[src/rtl/adc_spi_master_if.sv]
// Command/response bus of the ADC register-access SPI master.
// The host drives commands (master side); adc_spi_master answers (slave side).
interface adc_spi_master_if;
    logic        cmd_valid;
    logic        cmd_ready;
    logic        cmd_rw;
    logic [12:0] cmd_addr;
    logic [7:0]  cmd_wdata;
    logic        rsp_valid;
    logic [7:0]  rsp_rdata;
    logic        busy;

    modport master (
        output cmd_valid, cmd_rw, cmd_addr, cmd_wdata,
        input  cmd_ready, rsp_valid, rsp_rdata, busy
    );

    modport slave (
        input  cmd_valid, cmd_rw, cmd_addr, cmd_wdata,
        output cmd_ready, rsp_valid, rsp_rdata, busy
    );
endinterface

[src/rtl/adc_spi_master.sv]
// Register-access SPI master for the 3-wire ADC: one 24-bit frame
// {rw, 2'b00, addr[12:0], data[7:0]} per command, MSB first, SPI mode 0.
// Every output comes straight from a flop; all timing is driven by one
// down-counter that fires an event when it reaches zero.
module adc_spi_master #(
    parameter int unsigned CLK_DIV  = 4,
    parameter int unsigned CS_SETUP = 2,
    parameter int unsigned CS_HOLD  = 2,
    parameter int unsigned CS_GAP   = 2
) (
    input  logic              clk,
    input  logic              reset,
    adc_spi_master_if.slave   bus,
    output logic              spi_en,
    output logic              sck,
    output logic              csn,
    output logic              mosi,
    input  logic              adc_miso
);

    typedef enum logic [2:0] {StIdle, StSetup, StShift, StHold, StGap} state_e;

    state_e      state_q, state_d;
    logic [15:0] tmr_q, tmr_d;
    logic [4:0]  bit_q, bit_d;
    logic [23:0] tx_q, tx_d;
    logic [7:0]  rx_q, rx_d;
    logic        rw_q, rw_d;
    logic        cmd_ready_q, cmd_ready_d;
    logic        busy_q, busy_d;
    logic        rsp_valid_q, rsp_valid_d;
    logic [7:0]  rsp_rdata_q, rsp_rdata_d;
    logic        spi_en_q;
    logic        sck_q, sck_d;
    logic        csn_q, csn_d;
    logic        mosi_q, mosi_d;

    // Next-state and registered-output logic; a zero timer marks an event edge.
    always_comb begin
        state_d     = state_q;
        tmr_d       = tmr_q;
        bit_d       = bit_q;
        tx_d        = tx_q;
        rx_d        = rx_q;
        rw_d        = rw_q;
        cmd_ready_d = cmd_ready_q;
        busy_d      = busy_q;
        rsp_valid_d = 1'b0;
        rsp_rdata_d = rsp_rdata_q;
        sck_d       = sck_q;
        csn_d       = csn_q;
        mosi_d      = mosi_q;

        unique case (state_q)
            StIdle: begin
                cmd_ready_d = 1'b1;
                busy_d      = 1'b0;
                if (bus.cmd_valid && cmd_ready_q) begin
                    tx_d        = {bus.cmd_rw, 2'b00, bus.cmd_addr,
                                   bus.cmd_rw ? 8'h00 : bus.cmd_wdata};
                    rw_d        = bus.cmd_rw;
                    bit_d       = 5'd0;
                    cmd_ready_d = 1'b0;
                    busy_d      = 1'b1;
                    state_d     = StSetup;
                end
            end
            StSetup: begin
                // First SETUP edge drops csn; the timer then covers the setup time.
                if (csn_q) begin
                    csn_d  = 1'b0;
                    mosi_d = tx_q[23];
                    tmr_d  = 16'(CS_SETUP - 1);
                end else if (tmr_q == 16'd0) begin
                    state_d = StShift;
                    tmr_d   = 16'(CLK_DIV - 1);
                end else begin
                    tmr_d = tmr_q - 16'd1;
                end
            end
            StShift: begin
                if (tmr_q != 16'd0) begin
                    tmr_d = tmr_q - 16'd1;
                end else begin
                    tmr_d = 16'(CLK_DIV - 1);
                    if (!sck_q) begin
                        sck_d = 1'b1;
                        rx_d  = {rx_q[6:0], adc_miso};
                    end else begin
                        sck_d = 1'b0;
                        if (bit_q == 5'd23) begin
                            state_d = StHold;
                            tmr_d   = 16'(CS_HOLD - 1);
                        end else begin
                            bit_d  = bit_q + 5'd1;
                            tx_d   = {tx_q[22:0], 1'b0};
                            mosi_d = tx_q[22];
                        end
                    end
                end
            end
            StHold: begin
                if (tmr_q != 16'd0) begin
                    tmr_d = tmr_q - 16'd1;
                end else begin
                    csn_d       = 1'b1;
                    mosi_d      = 1'b0;
                    rsp_valid_d = 1'b1;
                    rsp_rdata_d = rw_q ? rx_q : 8'h00;
                    state_d     = StGap;
                    tmr_d       = 16'(CS_GAP - 1);
                end
            end
            StGap: begin
                if (tmr_q != 16'd0) begin
                    tmr_d = tmr_q - 16'd1;
                end else begin
                    state_d     = StIdle;
                    cmd_ready_d = 1'b1;
                    busy_d      = 1'b0;
                end
            end
            default: state_d = StIdle;
        endcase
    end

    // State and output registers; reset aborts any frame immediately.
    always_ff @(posedge clk or posedge reset) begin
        if (reset) begin
            state_q     <= StIdle;
            tmr_q       <= 16'd0;
            bit_q       <= 5'd0;
            tx_q        <= 24'd0;
            rx_q        <= 8'd0;
            rw_q        <= 1'b0;
            cmd_ready_q <= 1'b0;
            busy_q      <= 1'b0;
            rsp_valid_q <= 1'b0;
            rsp_rdata_q <= 8'h00;
            spi_en_q    <= 1'b0;
            sck_q       <= 1'b0;
            csn_q       <= 1'b1;
            mosi_q      <= 1'b0;
        end else begin
            state_q     <= state_d;
            tmr_q       <= tmr_d;
            bit_q       <= bit_d;
            tx_q        <= tx_d;
            rx_q        <= rx_d;
            rw_q        <= rw_d;
            cmd_ready_q <= cmd_ready_d;
            busy_q      <= busy_d;
            rsp_valid_q <= rsp_valid_d;
            rsp_rdata_q <= rsp_rdata_d;
            spi_en_q    <= 1'b1;
            sck_q       <= sck_d;
            csn_q       <= csn_d;
            mosi_q      <= mosi_d;
        end
    end

    assign bus.cmd_ready = cmd_ready_q;
    assign bus.busy      = busy_q;
    assign bus.rsp_valid = rsp_valid_q;
    assign bus.rsp_rdata = rsp_rdata_q;
    assign spi_en        = spi_en_q;
    assign sck           = sck_q;
    assign csn           = csn_q;
    assign mosi          = mosi_q;

endmodule

[src/flat_wrapper.sv]
// flat-port wrapper written by rule: the top's interface ports become plain ports
module adc_spi_master_flat 
#(
    parameter int unsigned CLK_DIV  = 4,
    parameter int unsigned CS_SETUP = 2,
    parameter int unsigned CS_HOLD  = 2,
    parameter int unsigned CS_GAP   = 2
)
  (clk, reset, spi_en, sck, csn, mosi, adc_miso, bus_cmd_valid, bus_cmd_rw, bus_cmd_addr, bus_cmd_wdata, bus_cmd_ready, bus_rsp_valid, bus_rsp_rdata, bus_busy);
  adc_spi_master_if bus_i ();
  input  logic clk;
  input  logic reset;
  output logic spi_en;
  output logic sck;
  output logic csn;
  output logic mosi;
  input  logic adc_miso;
  input wire logic [$bits(bus_i.cmd_valid)-1:0] bus_cmd_valid;
  input wire logic [$bits(bus_i.cmd_rw)-1:0] bus_cmd_rw;
  input wire logic [$bits(bus_i.cmd_addr)-1:0] bus_cmd_addr;
  input wire logic [$bits(bus_i.cmd_wdata)-1:0] bus_cmd_wdata;
  output wire logic [$bits(bus_i.cmd_ready)-1:0] bus_cmd_ready;
  output wire logic [$bits(bus_i.rsp_valid)-1:0] bus_rsp_valid;
  output wire logic [$bits(bus_i.rsp_rdata)-1:0] bus_rsp_rdata;
  output wire logic [$bits(bus_i.busy)-1:0] bus_busy;
  assign bus_i.cmd_valid = bus_cmd_valid;
  assign bus_i.cmd_rw = bus_cmd_rw;
  assign bus_i.cmd_addr = bus_cmd_addr;
  assign bus_i.cmd_wdata = bus_cmd_wdata;
  assign bus_cmd_ready = bus_i.cmd_ready;
  assign bus_rsp_valid = bus_i.rsp_valid;
  assign bus_rsp_rdata = bus_i.rsp_rdata;
  assign bus_busy = bus_i.busy;
  adc_spi_master #(.CLK_DIV(CLK_DIV), .CS_SETUP(CS_SETUP), .CS_HOLD(CS_HOLD), .CS_GAP(CS_GAP)) u_core (.clk(clk), .reset(reset), .bus(bus_i), .spi_en(spi_en), .sck(sck), .csn(csn), .mosi(mosi), .adc_miso(adc_miso));
endmodule
[config.mk]
export PLATFORM = sky130hd
export DESIGN_NAME = adc_spi_master_flat
export DESIGN_NICKNAME = d
export VERILOG_FILES = /design/src/rtl/adc_spi_master_if.sv /design/src/rtl/adc_spi_master.sv /design/src/flat_wrapper.sv
export SDC_FILE = /design/constraint.sdc
export NUM_CORES = 1
export LEC_CHECK = 0
export CAP_MARGIN = 40
export CORE_MARGIN = 2
export CORE_UTILIZATION = 55
export DETAILED_ROUTE_END_ITERATION = 6
export DONT_BUFFER_PORTS = 1
export PLACE_DENSITY = 0.7
export SLEW_MARGIN = 20
export SYNTH_ARGS = -nofsm -noshare
export SYNTH_HDL_FRONTEND = slang
export SYNTH_SLANG_ARGS = --single-unit
export TNS_END_PERCENT = 10
[constraint.sdc]
create_clock -name clk -period 2.91 [get_ports clk]
set_input_delay 0.291 -clock clk [delete_from_list [all_inputs] [get_ports clk]]
set_output_delay 0.291 -clock clk [all_outputs]
set_load 0.01 [all_outputs]
==> impl_metrics.tcl, run 1 <==
set metrics [dict create \
    cp-end-kind "flip-flop" \
    endpoint "u_core.rx_q[6]" \
    tns_ns 0 \
    r2r_end "u_core.rx_q[6]" \
    synth-seq-cells 72 \
    antenna_found_initial 0 \
    grt_max_degree 40 \
    cts_tree "done" \
    timing.slew.headroom 0.514 \
    postRouteAntennaNets 0 \
    hold_slack_ns 0.0703 \
    synthesis.instances 381 \
    path_cells "inv_1 > ha_1 > nor3b_1 > nand4_1 > nor3b_4 > mux2_2" \
    vias_per_cell 6.01 \
    clk_path_buf_depth 2 \
    ys_seq_area_frac 0.505 \
    clock-sinks 72 \
    fin_nets 411 \
    fin_total_pwr_w 0.00190 \
    yosys_warnings 0 \
    synth_ff_type "dfrtp_1" \
    reg2reg_depth 6 \
    critPathKind "flip-flop to flip-flop" \
    crit_path_start "u_core.tmr_q[0]" \
    antenna_cells 0 \
    grt_pass1_wl_um 12600 \
    fin_crit_ns 2.54 \
    placedInstanceArea_um2 3680 \
    nFillCells 561 \
    die_y_um 84.6 \
    regToRegSetupSlack_ns 0.37 \
    final_cell_area_um2 3900 \
    worst-path-max-fanout 8 \
    setup_viol 0 \
    max_freq_ghz 0.393 \
    synth_edf_count 0 \
    reg2reg_from "u_core.tmr_q[0]" \
    syn_area_um2 3570 \
    syn_to_final_growth_pct 9.17 \
    syn_avg_cell_area_um2 9.38 \
    multiInputGateArea_um2 1660 \
    core_um2 6310 \
    synth-async-reset-ratio 1.00 \
    grtUsageTotal 0.223 \
    clk_latency_ns 0.35 \
    vdd_drop_max_v 0.000328 \
    clk_pin_slew_worst_paths_ns 0.07 \
    die-area_um2 7160 \
    max-cap-violations 0 \
    seqCellArea_um2 1800 \
    whs_path_depth 2 \
    cts_max_level 3 \
    wl_um 7620 \
    post_cts_buffers 0 \
    tightestPinTransition_ns 0.728 \
    cts-root-buf "clkbuf_8" \
    rsz0062_at_grt "false" \
    ys_types 54 \
    initial_core_util 0.566 \
    critPathRequiredTime_ns 3.14 \
    post-dp-hpwl_um 5210 \
    syn-num-nets 409 \
    initialDrtViolationCount 169 \
    crit_arrival_ns 2.78 \
    place.gp.congestion 0.906 \
    hold_class "input pin to flip-flop" \
    slew_viol_final 0 \
    status "complete, no violations" \
    die_x_um 84.6 \
    period_share 0.874 \
    rows 29 \
    drcViolationCount 0 \
    cp_slowest_stage_delay_ns 0.52 \
    num_vias 2794 \
    power_density_nw_per_um2 487 \
    numPortBuffers 0 \
    drtPass1Iterations 5 \
    hold_violations 0 \
    cts_buffers 9 \
    wl_per_cell_um 16.4 \
    drive_gt1_frac 0.113 \
    ios 41 \
    grt_overflow 0 \
    critPathSlowestCell "nor3b_4" \
    worstSetupStartpointType "flip-flop" \
    grt_pass1_vias 2603 \
    fin_skew_ns 0.00650 \
    power_leakage_nw 1.77 \
]
[per-stage QoR]
| step | setup WS, ns | utilization | instances |
|---|---|---|---|
| floorplan | 0.763 | - | 381 |
| global placement | 0.491 | 0.582 | 448 |
| detailed placement | 0.412 | 0.582 | 448 |
| CTS | 0.397 | 0.618 | 465 |
| global route | 0.0757 | 0.618 | 465 |
| finish | 0.367 | 0.618 | 465 |
[sequential cells by signal (all words and copies together), names as in the netlist]
name and cells:
u_core.tx_q 24, u_core.tmr_q 16, u_core.bus.rsp_rdata 8, u_core.rx_q 8
u_core.bit_q 5, u_core.state_q 3, u_core.bus.busy 1, u_core.bus.cmd_ready 1
u_core.bus.rsp_valid 1, u_core.csn 1, u_core.mosi 1, u_core.rw_q 1
u_core.sck 1, u_core.spi_en 1
[metal layers]
metal,part of all wire,up-vias,global-route usage
met5,0,-,0
met1,0.45,1327,0.288
met3,0.047,22,0.0521
li1,-,1363,-
met2,0.48,82,0.354
met4,0.024,0,0.111
[logic make-up (layout without fill, tap and decap cells)]
| family | count (synthesis) | count (layout) | share of synthesized area |
|---|---|---|---|
| AND/OR/NAND/NOR | 172 | 172 | 0.252 |
| AO/OA/AOI/OAI | 86 | 86 | 0.147 |
| flip-flops | 72 | 72 | 0.505 |
| buffers and inverters | 27 | 34 | 0.0298 |
| multiplexers | 12 | 12 | 0.0368 |
| XOR/XNOR | 9 | 9 | 0.0221 |
| adder cells (fa/ha/maj) | 2 | 2 | 0.00700 |
| other | 1 | 1 | 0.00105 |
[worst min path at each step]
stage	to	start
after floorplan	u_core.tx_q[0]	bus_cmd_wdata[0]
after global placement	u_core.tx_q[5]	reset
final	u_core.tx_q[0]	bus_cmd_wdata[0]
after global routing	u_core.tx_q[0]	bus_cmd_wdata[0]
after detailed placement	u_core.state_q[0]	reset
after CTS	u_core.tx_q[0]	bus_cmd_wdata[0]
[synth_stat cells, types with 3 or more instances]
master | number | area (um^2)
xnor2_1 | 3 | 26.3
o21a_1 | 4 | 30.0
mux2_2 | 9 | 101
nand3_1 | 20 | 100
or4_1 | 4 | 30.0
and2_1 | 3 | 18.8
nor4_1 | 3 | 18.8
nor2b_1 | 5 | 31.3
o31ai_1 | 3 | 22.5
inv_1 | 7 | 26.3
nand2_1 | 43 | 161
nand4_1 | 7 | 43.8
mux2i_1 | 3 | 30.0
clkbuf_1 | 15 | 56.3
nor3b_1 | 9 | 67.6
buf_2 | 4 | 20.0
xor2_1 | 6 | 52.6
nor2_1 | 54 | 203
nor3_1 | 5 | 25.0
dfrtp_1 | 71 | 1780
o22ai_1 | 14 | 87.6
o21ai_0 | 27 | 135
a21oi_1 | 18 | 90.1
or3_1 | 3 | 18.8
[worst max-delay path, delay by kind of cell (launching register included)]
family	cells	cell delay, ns
adders and majority gates	1	0.26
buffers and inverters	1	0.12
DFF	1	0.43
muxes	1	0.39
and+or+nand+nor	3	1.22
[layout by cell type, fill, tap and decap left out, types with 3 or more instances in the layout]
cell type and instances:
and2_1 3, or4_1 4, nor4_1 3, mux2i_1 3, nor3b_1 9, o31ai_1 3, nand2_1 43, dfrtp_1 71
a21oi_1 18, nand4_1 7, or3_1 3, o21a_1 4, o21ai_0 27, nand3_1 20, nor3_1 5, mux2_2 9
buf_4 9, o22ai_1 14, clkbuf_1 3, nor2_1 54, nor2b_1 5, xor2_1 6, clkbuf_8 10, inv_1 6
xnor2_1 3
[what timing repair did]
action                                 in CTS  in global routing
gates resized for setup                     0                  0
hold buffers                                1                  0
endpoints found under the hold margin      32                  0
[power breakdown]
| part | switching (W) | internal, W |
|---|---|---|
| combinational | 0.0000204 | 0.00000840 |
| clock | 0.000355 | 0.000506 |
| sequential | 0.00000370 | 0.00101 |
[final cells by class]
cell class / instances / share of cell area
inverter: 7 / 0.00674
clock inverter: 3 / 0.0167
multi-input combinational: 282 / 0.427
tap: 77 / 0.0247
sequential: 72 / 0.462
timing repair buffer: 11 / 0.0250
clock buffer: 13 / 0.0382
No activity file was read; power rests on OpenSTA's default activity.
==> run 2, diff against run 1 <==
--- a/config.mk
+++ b/config.mk
@@ -5,7 +5,9 @@
 export SDC_FILE = /design/constraint.sdc
 export NUM_CORES = 1
 export LEC_CHECK = 0
-export CAP_MARGIN = 40
+export ABC_AREA = 1
+export CAP_MARGIN = 5
+export CORE_ASPECT_RATIO = 0.75
 export CORE_MARGIN = 2
 export CORE_UTILIZATION = 55
 export DETAILED_ROUTE_END_ITERATION = 6
==> impl_metrics.tcl, run 2 <==
set metrics [dict create \
    regMostFlops "u_core.tx_q" \
    largest_register_ffs 24 \
    fin_skew_ns 0.0105 \
    final_common_cell "nand2_1" \
    synth_top_area_share 0.469 \
    drcViolationCount 0 \
    wl_per_cell_um 13.1 \
    postRouteAntennaNets 0 \
    clock-sinks 72 \
    grtUsageTotal 0.195 \
    grt_pass1_wl_um 11600 \
    clk_latency_ns 0.35 \
    clk_pin_slew_worst_paths_ns 0.08 \
    post_cts_buffers 0 \
    slew_viol_final 0 \
    cts_tree "done" \
    synth.area.top_cells "dfrtp_1, nand2_1, o21ai_2" \
    syn-num-nets 461 \
    num_vias 2743 \
    antenna_cells 0 \
    period_share 0.796 \
    max_freq_ghz 0.432 \
    final_cell_area_um2 4050 \
    rows 26 \
    syn_to_final_growth_pct 6.88 \
    hold_violations 0 \
    die_x_um 99.8 \
    fin_crit_ns 2.32 \
    critPathKind "flip-flop to flip-flop" \
    rsz0062_at_grt "false" \
    syn_area_um2 3780 \
    cts-root-buf "clkbuf_8" \
    cts_buffers 9 \
    postCtsHoldBufs 1 \
    cts_resized 0 \
    p_clk_frac 0.173 \
    wl_um 6870 \
    initial_core_util 0.562 \
    syn_avg_cell_area_um2 8.74 \
    clk_path_buf_depth 2 \
    ios 41 \
    synth_commonest_cells "nand2_1, dfrtp_1, nor2_1, inv_1, o21ai_0" \
    ys_seq_area_frac 0.476 \
    synth_top_area_cell "dfrtp_1" \
    synth_most_common_cell "nand2_1" \
    critPathRequiredTime_ns 3.14 \
    p_seq_frac 0.364 \
    antenna_found_initial 0 \
    worst-path-max-fanout 30 \
    yosys_warnings 0 \
    vias_per_cell 5.21 \
    die-area_um2 7570 \
    crit_arrival_ns 2.54 \
    synth_edf_count 0 \
    ys_types 41 \
    worstSetupStartpointType "flip-flop" \
    synth-async-reset-ratio 1.00 \
    grt_overflow 0 \
    placedInstanceArea_um2 3840 \
    nFillCells 592 \
    final_cell_mix "nand2_1, dfrtp_1, nor2_1" \
    power_switching_w 0.00202 \
    power_density_nw_per_um2 1110 \
    drive_gt1_frac 0.240 \
    power_frac_comb 0.463 \
    grt_max_degree 73 \
    cp-end-kind "flip-flop" \
    fin_nets 465 \
    synth_ff_type "dfrtp_1" \
    hold_class "input pin to flip-flop" \
    power_leakage_nw 1.97 \
    max-cap-violations 0 \
    vdd_drop_max_v 0.000646 \
    numPortBuffers 0 \
    top_regs "u_core.tx_q (24), u_core.tmr_q (16)" \
    grt_pass1_vias 2540 \
    post-dp-hpwl_um 4870 \
    synthesis.instances 433 \
    cts_max_level 3 \
    place.gp.congestion 0.929 \
    p_int_w 0.00249 \
    swShare 0.448 \
    initialDrtViolationCount 172 \
    setup_viol 0 \
    status "complete, no violations" \
    die_y_um 75.8 \
    drtPass1Iterations 4 \
    core_um2 6730 \
    synth-seq-cells 72 \
    tns_ns 0 \
]
[run 2: changes by cell type in the layout (fill, tap and decap cells not counted), sizes merged, moves of 11 or more]
| cell | change |
|---|---|
| nand2 | +86 |
| o21ai | +32 |
| inv | +30 |
| o22ai | -13 |
| a21oi | -11 |
[run 2: path summary, 6_finish.rpt]
check	from	to	slack, ns	cells after the start
min in group asynchronous	reset	u_core.rx_q[0]	0.46	3
worst min register to register	u_core.tx_q[10]	u_core.tx_q[10]	0.48	2
worst max-delay path	u_core.tmr_q[0]	u_core.tx_q[23]	0.59	12
worst min-delay path	adc_miso	u_core.rx_q[0]	0.08	2
max in group asynchronous	reset	u_core.csn	2.10	3
worst max register to register	u_core.tmr_q[0]	u_core.tx_q[23]	0.59	12
[run 2: final cells by class]
class | count | area [um^2] | area share
clock buffers | 10 | 128 | 0.0315
well taps | 84 | 105 | 0.0260
inverters | 39 | 153 | 0.0377
multi-input cells | 310 | 1740 | 0.429
flip-flops and latches | 72 | 1800 | 0.446
repair buffers | 5 | 52.6 | 0.0130
clock inverters | 6 | 68.8 | 0.0170
[run 2: through the flow]
step / cells / hold WS (ns) / setup WS, ns / total power, W / util
finish: 526 / 0.0799 / 0.594 / 0.00451 / 0.601
global route: 526 / 0.0861 / 0.394 / 0.00491 / 0.601
CTS: 526 / 0.0692 / 0.568 / 0.00454 / 0.601
detailed placement: 509 / 0.291 / 0.583 / 0.00375 / 0.570
global placement: 509 / 0.292 / 0.696 / 0.00368 / 0.570
floorplan: 433 / 0.427 / 0.796 / 0.00346 / -
[run 2: power by group through the flow]
| stage | Clock (W) | Sequential (W) | Combinational, W |
|---|---|---|---|
| 2_1_floorplan | 0 | 0.00158 | 0.00189 |
| 3_3_place_gp | 0 | 0.00164 | 0.00203 |
| 3_5_place_dp | 0 | 0.00165 | 0.00210 |
| 4_1_cts | 0.000796 | 0.00164 | 0.00211 |
| 5_1_grt | 0.000845 | 0.00169 | 0.00238 |
| 6_report | 0.000779 | 0.00164 | 0.00209 |
[run 2: worst max-delay path, cell delays in order (launching register included)]
cell	delay [ns]
dfrtp_1	0.36
inv_1	0.10
ha_1	0.22
nand2_2	0.11
nor2_4	0.16
nand2_4	0.10
clkinv_4	0.07
nand2_2	0.08
nand2_4	0.10
nand3_4	0.35
buf_4	0.39
nand2_2	0.09
o21ai_2	0.05
[run 2: layer usage]
metal	part of all wire	up-vias	track usage
met1	0.49	1294	0.264
met2	0.45	43	0.311
met4	0.0095	0	0.0533
met5	0	-	0
li1	-	1400	-
met3	0.042	6	0.0587
[run 2: cells by family (layout without fill, tap and decap cells)]
group | Yosys count | in the layout | share of synthesized area
XOR/XNOR | 6 | 6 | 0.0139
flip-flops | 72 | 72 | 0.476
multiplexers | 13 | 13 | 0.0344
AND/OR/NAND/NOR | 215 | 215 | 0.276
AO/OA/AOI/OAI | 73 | 73 | 0.127
other | 1 | 1 | 0.000991
adder cells (fa/ha/maj) | 2 | 2 | 0.00661
buffers and inverters | 51 | 60 | 0.0651
